## config.mk

```make
export PLATFORM = sky130hd
export DESIGN_NAME = lif_cell_n
export DESIGN_NICKNAME = d
export VERILOG_FILES = /design/src/rtl/lif_pkg.sv /design/src/rtl/lfsr8.sv /design/src/rtl/lif_cell_n.sv
export SDC_FILE = /design/constraint.sdc
export NUM_CORES = 1
export LEC_CHECK = 0
export BUFFER_PORTS_ARGS = -buffer_cell sky130_fd_sc_hd__buf_4
export CORE_ASPECT_RATIO = 0.7
export CORE_MARGIN = 3
export CORE_UTILIZATION = 35
export CTS_BUF_LIST = sky130_fd_sc_hd__clkbuf_16
export DETAILED_ROUTE_END_ITERATION = 6
export GPL_ROUTABILITY_DRIVEN = 1
export HOLD_SLACK_MARGIN = 0.03
export PLACE_DENSITY_LB_ADDON = 0.05
export REMOVE_ABC_BUFFERS = 1
export SYNTH_ARGS = -nofsm -noshare
export SYNTH_HDL_FRONTEND = slang
export SYNTH_SLANG_ARGS = --single-unit
export TNS_END_PERCENT = 30
```

## constraint.sdc

```tcl
create_clock -name clk -period 3.9 [get_ports clk]
set_input_delay 0.195 -clock clk [delete_from_list [all_inputs] [get_ports clk]]
set_output_delay 0.195 -clock clk [all_outputs]
set_load 0.01 [all_outputs]
```

## src/rtl/lif_pkg.sv

```systemverilog
// Shared types and helpers for the leaky integrate-and-fire routing cell.
package lif_pkg;

  typedef enum logic [1:0] {
    StIdle,
    StInteg,
    StFire,
    StRefrac
  } lif_state_e;

  localparam logic [7:0] LFSR_SEED = 8'hA5;
  // Taps 8,6,5,4 expressed as bit positions 7,5,4,3
  localparam logic [7:0] LFSR_TAPS = 8'hB8;

  function automatic int unsigned opp(input int unsigned k, input int unsigned n);
    return (k + n / 2) % n;
  endfunction

endpackage

```

## src/rtl/lfsr8.sv

```systemverilog
// 8-bit maximal-length Fibonacci LFSR with synchronous reset to a fixed seed.
module lfsr8
  import lif_pkg::*;
(
  input  logic       clk,
  input  logic       rst_n,
  input  logic       i_en,
  output logic [7:0] o_state
);

  logic [7:0] r_state;

  always_ff @(posedge clk) begin
    if (!rst_n) begin
      r_state <= LFSR_SEED;
    end else if (i_en) begin
      r_state <= {r_state[6:0], ^(r_state & LFSR_TAPS)};
    end
  end

  assign o_state = r_state;

endmodule

```

## src/rtl/lif_cell_n.sv

```systemverilog
// N-channel leaky integrate-and-fire routing cell with head-on annihilation.
// Define LIF_CELL_LFSR_EN to steer side-only fires with a pseudo-random LFSR.
module lif_cell_n
  import lif_pkg::*;
#(
  parameter int unsigned N_CH       = 4,
  parameter int unsigned POT_W      = 8,
  parameter int unsigned THRESH     = 16,
  parameter int unsigned W_FACE     = 8,
  parameter int unsigned W_SIDE     = 3,
  parameter int unsigned LEAK_SHIFT = 3,
  parameter int unsigned REFRAC_CYC = 2
) (
  input  logic             clk,
  input  logic             rst_n,
  input  logic [N_CH-1:0]  i_in_face,
  input  logic [N_CH-1:0]  i_in_side,
  output logic [N_CH-1:0]  o_out_dir,
  output logic             o_fire,
  output logic             o_refrac,
  output logic [POT_W-1:0] o_pot
);

  localparam int unsigned IDX_W = $clog2(N_CH);
  localparam int unsigned SUM_W = POT_W + $clog2(N_CH) + 4;
  localparam int unsigned CNT_W = (REFRAC_CYC > 1) ? $clog2(REFRAC_CYC) : 1;
  localparam logic [SUM_W-1:0] SUM_MAX  = SUM_W'({POT_W{1'b1}});
  localparam logic [SUM_W-1:0] THR_L    = SUM_W'(THRESH);
  localparam logic [SUM_W-1:0] W_FACE_L = SUM_W'(W_FACE);
  localparam logic [SUM_W-1:0] W_SIDE_L = SUM_W'(W_SIDE);
  localparam logic [CNT_W-1:0] CNT_INIT = CNT_W'((REFRAC_CYC > 0) ? REFRAC_CYC - 1 : 0);

  lif_state_e       r_state, w_state_nxt;
  logic [POT_W-1:0] r_pot, w_pot_nxt;
  logic [N_CH-1:0]  r_out_dir, w_out_dir_nxt;
  logic [CNT_W-1:0] r_cnt, w_cnt_nxt;
  logic [IDX_W-1:0] r_lf_idx, w_lf_idx_nxt;
  logic             r_lf_vld, w_lf_vld_nxt;

  logic [N_CH-1:0]  w_face_masked;
  logic             w_face_any;
  logic [IDX_W-1:0] w_low_idx, w_fire_idx, w_tgt, w_side_idx;
  logic [N_CH-1:0]  w_dir_oh;
  logic [SUM_W-1:0] w_n_face, w_n_side, w_sum, w_sum_sat;
  logic [POT_W-1:0] w_leak;

  // A head-on pair cancels: drop both bits when the opposite channel also fires
  for (genvar k = 0; k < N_CH; k++) begin : g_mask
    localparam int unsigned OPP = opp(k, N_CH);
    assign w_face_masked[k] = i_in_face[k] & ~i_in_face[OPP];
  end

`ifdef LIF_CELL_LFSR_EN
  logic [7:0] w_lfsr;

  lfsr8 u_lfsr8 (
    .clk     (clk),
    .rst_n   (rst_n),
    .i_en    (1'b1),
    .o_state (w_lfsr)
  );

  assign w_side_idx = IDX_W'(32'(w_lfsr) % N_CH);
`else
  assign w_side_idx = '0;
`endif

  always_comb begin
    w_face_any = |w_face_masked;
    w_low_idx  = '0;
    for (int k = N_CH - 1; k >= 0; k--) begin
      if (w_face_masked[k]) w_low_idx = IDX_W'(k);
    end
    w_n_face = '0;
    w_n_side = '0;
    for (int k = 0; k < N_CH; k++) begin
      w_n_face += SUM_W'(w_face_masked[k]);
      w_n_side += SUM_W'(i_in_side[k]);
    end
    w_leak = r_pot >> LEAK_SHIFT;
    if (r_pot != '0 && w_leak == '0) w_leak = POT_W'(1);
    w_sum     = SUM_W'(r_pot - w_leak) + W_FACE_L * w_n_face + W_SIDE_L * w_n_side;
    w_sum_sat = (w_sum > SUM_MAX) ? SUM_MAX : w_sum;
    // This cycle's own face input takes priority over the remembered one
    w_fire_idx = w_face_any ? w_low_idx : r_lf_idx;
    w_tgt      = (w_face_any || r_lf_vld) ? IDX_W'(opp(32'(w_fire_idx), N_CH)) : w_side_idx;
    w_dir_oh         = '0;
    w_dir_oh[w_tgt]  = 1'b1;
  end

  always_ff @(posedge clk) begin
    if (!rst_n) begin
      r_state   <= StIdle;
      r_pot     <= '0;
      r_out_dir <= '0;
      r_cnt     <= '0;
      r_lf_idx  <= '0;
      r_lf_vld  <= 1'b0;
    end else begin
      r_state   <= w_state_nxt;
      r_pot     <= w_pot_nxt;
      r_out_dir <= w_out_dir_nxt;
      r_cnt     <= w_cnt_nxt;
      r_lf_idx  <= w_lf_idx_nxt;
      r_lf_vld  <= w_lf_vld_nxt;
    end
  end

  always_comb begin
    w_state_nxt   = r_state;
    w_pot_nxt     = r_pot;
    w_out_dir_nxt = '0;
    w_cnt_nxt     = r_cnt;
    w_lf_idx_nxt  = r_lf_idx;
    w_lf_vld_nxt  = r_lf_vld;
    unique case (r_state)
      StIdle, StInteg: begin
        if (w_face_any) begin
          w_lf_idx_nxt = w_low_idx;
          w_lf_vld_nxt = 1'b1;
        end
        if (w_sum_sat >= THR_L) begin
          w_state_nxt   = StFire;
          w_pot_nxt     = '0;
          w_out_dir_nxt = w_dir_oh;
          w_lf_idx_nxt  = '0;
          w_lf_vld_nxt  = 1'b0;
        end else begin
          w_pot_nxt   = w_sum_sat[POT_W-1:0];
          w_state_nxt = (w_sum_sat != '0) ? StInteg : StIdle;
        end
      end
      StFire: begin
        w_pot_nxt = '0;
        if (REFRAC_CYC > 0) begin
          w_state_nxt = StRefrac;
          w_cnt_nxt   = CNT_INIT;
        end else begin
          w_state_nxt = StIdle;
        end
      end
      StRefrac: begin
        w_pot_nxt = '0;
        if (r_cnt == '0) w_state_nxt = StIdle;
        else             w_cnt_nxt   = r_cnt - 1'b1;
      end
      default: w_state_nxt = StIdle;
    endcase
  end

  always_comb begin
    o_out_dir = r_out_dir;
    o_fire    = |r_out_dir;
    o_refrac  = (r_state == StFire) || (r_state == StRefrac);
    o_pot     = r_pot;
  end

endmodule

```

* After elaboration in Yosys (flattened, before gate mapping) *
Index checks and enable logic that the tools add are counted.

cells by class
  muxes and demuxes = 21
  div/mod/pow operators = 0
  order comparisons = 4
  bitwise logic cells = 8
  reductions and logical operators = 16
  add/sub/neg operators = 11
  $mul = 1
  eq/ne operators = 4
  shifts and indexed selects = 0

operator list
  kind                                                                                   number
  2-bit 2-to-1 mux                                                                       9
  8-bit one-hot mux with 2 select lines                                                  1
  14-bit by 5-bit greater-or-equal comparator with 1-bit output (second input constant)  1
  14-bit by 8-bit greater-than comparator with 1-bit output (second input constant)      1
  14-bit 2-to-1 mux                                                                      1
  14-bit nonzero test                                                                    1
  10-bit by 7-bit adder with 11-bit output                                               1
  9-bit by 8-bit adder with 10-bit output                                                1
  8-bit by 5-bit subtractor with 9-bit output                                            1
  3-bit by 1-bit adder with 4-bit output                                                 2
  8-bit logical NOT                                                                      1
  8-bit 2-to-1 mux                                                                       1
  8-bit nonzero test                                                                     1
  4-bit OR reduction                                                                     2
  2-bit by 1-bit adder with 3-bit output                                                 2
  2-bit by 4-bit multiplier with 6-bit output (first input constant)                     1
  2-bit one-hot mux with 3 select lines                                                  1
  1-bit 2-to-1 mux                                                                       5
  5-bit 2-to-1 mux                                                                       1
  1-bit by 1-bit adder with 2-bit output                                                 2
  1-bit AND                                                                              4
  2-bit equality test (second input constant)                                            2
  1-bit NOT                                                                              4
  2-bit nonzero test                                                                     2
  14 further kinds                                                                       17

word-level totals
  latch bits = 0
  flip-flop bits (word level) = 18
  bits in writable memories = 0
  memories = 0
  ROM bits = 0
  output and inout port bits = 14

* Logic depth before layout (Yosys ltp) *
  depth in word-level cells = 13
  mapped depth = 18
  mapped depth without buffers = 17

* Worst setup path after synthesis *
Ideal clock, no wire load.

  path type = input -> register
  start point = input i_in_side[0]
  end point = register r_state[1]
  arrival time = 3,709 ps
  path buffers = 1
  cell stages on the path = 14
  slack = 69 ps
  setup time = 122 ps
  data required time = 3,778 ps
  cell sequence = fa_1 ha_1 inv_1 fa_1 fa_1 inv_1 ha_1 o21ai_0 o21bai_1 or3_1 a211o_1 and3_4 buf_6 o311a_1

between the ends
  longest elaborated chain between the ends = 10

RTL lines
  item                                                             line               text
  start, declared                                                  lif_cell_n.sv:17   input logic [N_CH-1:0] i_in_side,
  1-bit by 1-bit adder with 2-bit output *                         lif_cell_n.sv:78   w_n_side += SUM_W'(i_in_side[k]);
  2-bit by 1-bit adder with 3-bit output *                         lif_cell_n.sv:78
  3-bit by 1-bit adder with 4-bit output *                         lif_cell_n.sv:78
  2-bit by 4-bit multiplier with 6-bit output *                    lif_cell_n.sv:82   w_sum = SUM_W'(r_pot - w_leak) + W_FACE_L * w_n_face + W_SIDE_L * w_n_side;
  10-bit by 7-bit adder with 11-bit output *                       lif_cell_n.sv:82
  14-bit by 8-bit greater-than comparator with 1-bit output        lif_cell_n.sv:83   w_sum_sat = (w_sum > SUM_MAX) ? SUM_MAX : w_sum;
  14-bit 2-to-1 mux *                                              lif_cell_n.sv:83
  14-bit by 5-bit greater-or-equal comparator with 1-bit output *  lif_cell_n.sv:122  if (w_sum_sat >= THR_L) begin
  2-bit 2-to-1 mux *                                               lif_cell_n.sv:122
  2-bit one-hot mux with 3 select lines *                          lif_cell_n.sv:116  unique case (r_state)
  end signal, assigned                                             lif_cell_n.sv:93   r_state <= StIdle;
  end signal, assigned                                             lif_cell_n.sv:100  r_state <= w_state_nxt;
  end, declared                                                    lif_cell_n.sv:33   lif_state_e r_state, w_state_nxt;

Mark *: on every way between the ends. The rest lies on a longest branch, timed or not.
A chain may end at the register's enable or synchronous reset.

* Worst setup path after layout *
  start point = register r_pot[2], in the netlist o_pot[2]
  end point = register r_pot[3], in the netlist o_pot[3]

between the ends
  longest elaborated chain between the ends = 11

RTL lines
  item                                                           line               text
  start, declared                                                lif_cell_n.sv:34   logic [POT_W-1:0] r_pot, w_pot_nxt;
  start signal, assigned                                         lif_cell_n.sv:101  r_pot <= w_pot_nxt;
  8-bit nonzero test                                             lif_cell_n.sv:81   if (r_pot != '0 && w_leak == '0) w_leak = POT_W'(1);
  1-bit logical AND                                              lif_cell_n.sv:81
  5-bit 2-to-1 mux                                               lif_cell_n.sv:81
  8-bit by 5-bit subtractor with 9-bit output *                  lif_cell_n.sv:82
  9-bit by 8-bit adder with 10-bit output *                      lif_cell_n.sv:82
  10-bit by 7-bit adder with 11-bit output *                     lif_cell_n.sv:82
  14-bit by 8-bit greater-than comparator with 1-bit output      lif_cell_n.sv:83
  14-bit 2-to-1 mux *                                            lif_cell_n.sv:83
  14-bit by 5-bit greater-or-equal comparator with 1-bit output  lif_cell_n.sv:122
  8-bit 2-to-1 mux *                                             lif_cell_n.sv:122
  8-bit one-hot mux with 2 select lines *                        lif_cell_n.sv:116

Marks and branches as above.

==> reports/qor.yml <==
worst_pin_slew_ns: 0.700
initial_core_util_pct: 36.9
startpoint: "o_pot[2]"
clk_latency_ns: 0.25
drt_iter0_markers: 114
cts_hold_buf: 0
final_antenna_net_count: 0
maxSlewViolCount: 0
fin_nets: 291
worstReg2RegEnd: "o_pot[3]"
syn_area_sq_um: 1630
crit_arrival_ns: 3.99
status: "finished, final reports clean"
dr.pass1.iters: 4
power_density_nw_per_um2: 419
synth_adder_area_share_pct: 24.0
maxSlewHeadroom_pct: 53.0
port_buffers: 23
drv_cap: 0
synth_mux_area_share_pct: 0
hold_ws_ns: 0.223
fmax_mhz: 262
yosys.cell_types.count: 43
synth_compound_area_share_pct: 23.5
vias: 1668
ys_ff_latch: 18
numCtsBuffers: 3
clockBufferDepth: 2
io_pins: 24
grt_usage_pct: 16.3
viasPerCell: 5.43
design_area_sq_um: 2380
rows: 20
wirelength_mm: 4.59
dp_hpwl_mm: 3.60
cp_slowest_cell: "fa_2"
yosysSeqAreaShare_pct: 22.2
cts_root_buffer: "clkbuf_16"
die_w_microns: 87.5
leakagePower_nw: 1.10
min_path_type: "primary input to flip-flop"
place_congestion: 0.806
finalCritPeriodShare_pct: 97.7
synth_xor_area_share_pct: 2.69
layout-drive-gt1-share_pct: 41.7
drc: 0
worstSetupEndpointType: "flip-flop"
synth_top_family_by_area: "adder cells"
synth.avg_cell_area_sq_um: 8.47
dp_cells: 298
rr_worst_depth: 16
gr-total-overflow: 0
insertedDiodeCount: 0
grt_max_degree: 11
grt_pass1_wl_mm: 7.07
setup_violations: 0
crit_required_ns: 4.08
grt_pass1_vias: 1488
worstSetupPathType: "flip-flop to flip-flop"
cts_tree: "done"
clock-sinks: 18
fin_crit_ns: 3.81
cts-htree-levels: 1
wl_per_cell_microns: 15.0
area_growth_pct: 46.3
clkTransAtPathRegs_ns: 0.05
yosys.area_share.simple_pct: 20.5
rrSetupSlack_ns: 0.09
path_cells: "nor3_4 -> o31ai_4 -> ha_2 -> buf_4 -> fa_2 -> inv_2 -> ha_1 -> ha_2 -> buf_4 -> a211oi_4 -> o21bai_1 -> or3_4 -> a211o_1 -> and3_4 -> buf_4 -> nor3_2"
irDropWorstVdd_mv: 0.240
finalSetupTns_ns: 0
crit_path_start_kind: "flip-flop"
die_h_microns: 63.0
place_area_sq_um: 2070
cp_common_cell: "buf_4"
core_area_sq_um: 4400
dieArea_sq_um: 5510
slowest_delay_ns: 0.54
cp_max_fo: 7
skew_ns: 0.00137
timing.rr.start: "o_pot[2]"
syn_inst: 192
final_util_pct: 54.0
final_cells: 307
yosysWarnings: 0
endpoint: "o_pot[3]"
antenna_found_initial: 0
hold_violations: 0
placed cells by master (no fill, tap or decap), drive strengths merged, types with 4 or more instances in the layout:
| master | count |
|---|---|
| nor2b | 4 |
| o31ai | 8 |
| nand4 | 4 |
| nand3 | 10 |
| ha | 20 |
| nor2 | 8 |
| a21oi | 7 |
| a31o | 4 |
| nand2 | 10 |
| nand2b | 6 |
| inv | 21 |
| conb | 4 |
| buf | 59 |
| dfxtp | 18 |
| nor3 | 8 |
| a211oi | 5 |
| fa | 7 |
| o21ai | 7 |
| a31oi | 6 |
worst min-delay path by stage:
| stage | from | to | slack, ns | cells after the start |
|---|---|---|---|---|
| CTS | rst_n | r_state[1] | 0.22 | 2 |
| detailed placement | r_lf_vld | r_lf_vld | 0.47 | 2 |
| global placement | r_lf_vld | r_lf_vld | 0.47 | 2 |
| floorplan | rst_n | r_state[1] | 0.33 | 1 |
| global route | rst_n | r_state[1] | 0.24 | 2 |
| finish | rst_n | r_state[1] | 0.22 | 2 |
logic make-up after synthesis:
logic type,count (synthesis)
compound gates,53
xor+xnor,5
fa+ha+maj,27
buf+inv,26
flops,18
other cells,1
simple gates,62
synth_stat cells:
cell | n | area share (%)
inv_1 | 21 | 4.9
ha_1 | 20 | 15
dfxtp_1 | 18 | 22
nand2_1 | 10 | 2.3
nand3_1 | 10 | 3.1
nor2_1 | 8 | 1.8
nor3_1 | 8 | 2.5
o31ai_1 | 8 | 3.7
a21oi_1 | 7 | 2.2
fa_1 | 7 | 8.6
o21ai_0 | 7 | 2.2
a31oi_1 | 6 | 2.3
nand2b_1 | 6 | 2.3
a211oi_1 | 4 | 1.8
a31o_2 | 4 | 2.2
nand4_1 | 4 | 1.5
nor2b_1 | 4 | 1.5
or3_1 | 3 | 1.2
xnor2_1 | 3 | 1.6
a211o_1 | 2 | 1.1
a21o_1 | 2 | 0.92
and2_1 | 2 | 0.77
buf_6 | 2 | 1.4
clkbuf_1 | 2 | 0.46
nand3b_1 | 2 | 0.92
o211a_1 | 2 | 1.2
o21a_1 | 2 | 0.92
or4_1 | 2 | 0.92
xor2_1 | 2 | 1.1
a211oi_2 | 1 | 0.77
a21o_2 | 1 | 0.54
a221oi_1 | 1 | 0.54
and3_1 | 1 | 0.39
and3_4 | 1 | 0.69
buf_1 | 1 | 0.23
conb_1 | 1 | 0.23
nand4b_1 | 1 | 0.54
o2111ai_1 | 1 | 0.54
o211ai_1 | 1 | 0.46
o21bai_1 | 1 | 0.46
o22a_1 | 1 | 0.54
o311a_1 | 1 | 0.62
o31a_1 | 1 | 0.54
power by group:
| part | switching (mW) | internal (mW) |
|---|---|---|
| combinational | 0.295 | 0.284 |
| clock | 0.0710 | 0.135 |
| sequential | 0.0129 | 0.198 |
flip-flops by register name (all words and copies together) (netlist names):
signal,flops
r_lf_idx,2
o_out_dir,4
r_lf_vld,1
r_cnt,1
o_pot,8
r_state,2
worst max-delay path, delay by kind of cell (launching register included):
| family | cells | cell delay, ns |
|---|---|---|
| fa+ha+maj | 4 | 1.19 |
| buf+inv | 4 | 0.47 |
| simple gates | 4 | 1.00 |
| compound gates | 4 | 0.75 |
| flops | 1 | 0.33 |
per-stage QoR:
step	total power [mW]	worst slack, ns
after floorplan	0.493	0.155
after global placement	0.652	0.00800
after detailed placement	0.658	-0.102
after CTS	0.869	0.0162
after global routing	1.06	-0.0350
final	0.996	0.0897
cell type report:
cell class                      count  area, sq um
Fill cell                         397         2030
Tap cell                           55         68.8
Sequential cell                    18          365
Clock buffer                        3         75.1
Multi-Input combinational cell    151         1350
Inverter                           21         78.8
Timing Repair Buffer               59          443
layer usage:
layer	routed length (microns)	GRT usage, %
met5	0	0
met4	43	2.87
met3	335	3.56
met2	2010	22.8
met1	2200	25.2
timing repair:
action	in CTS	in global routing
endpoints found under the setup margin	8	13
endpoints found under the hold margin	0	0
pin swaps	1	21
gates resized for setup	1	44
setup buffers	0	6
(Power assumes the default switching activity.)
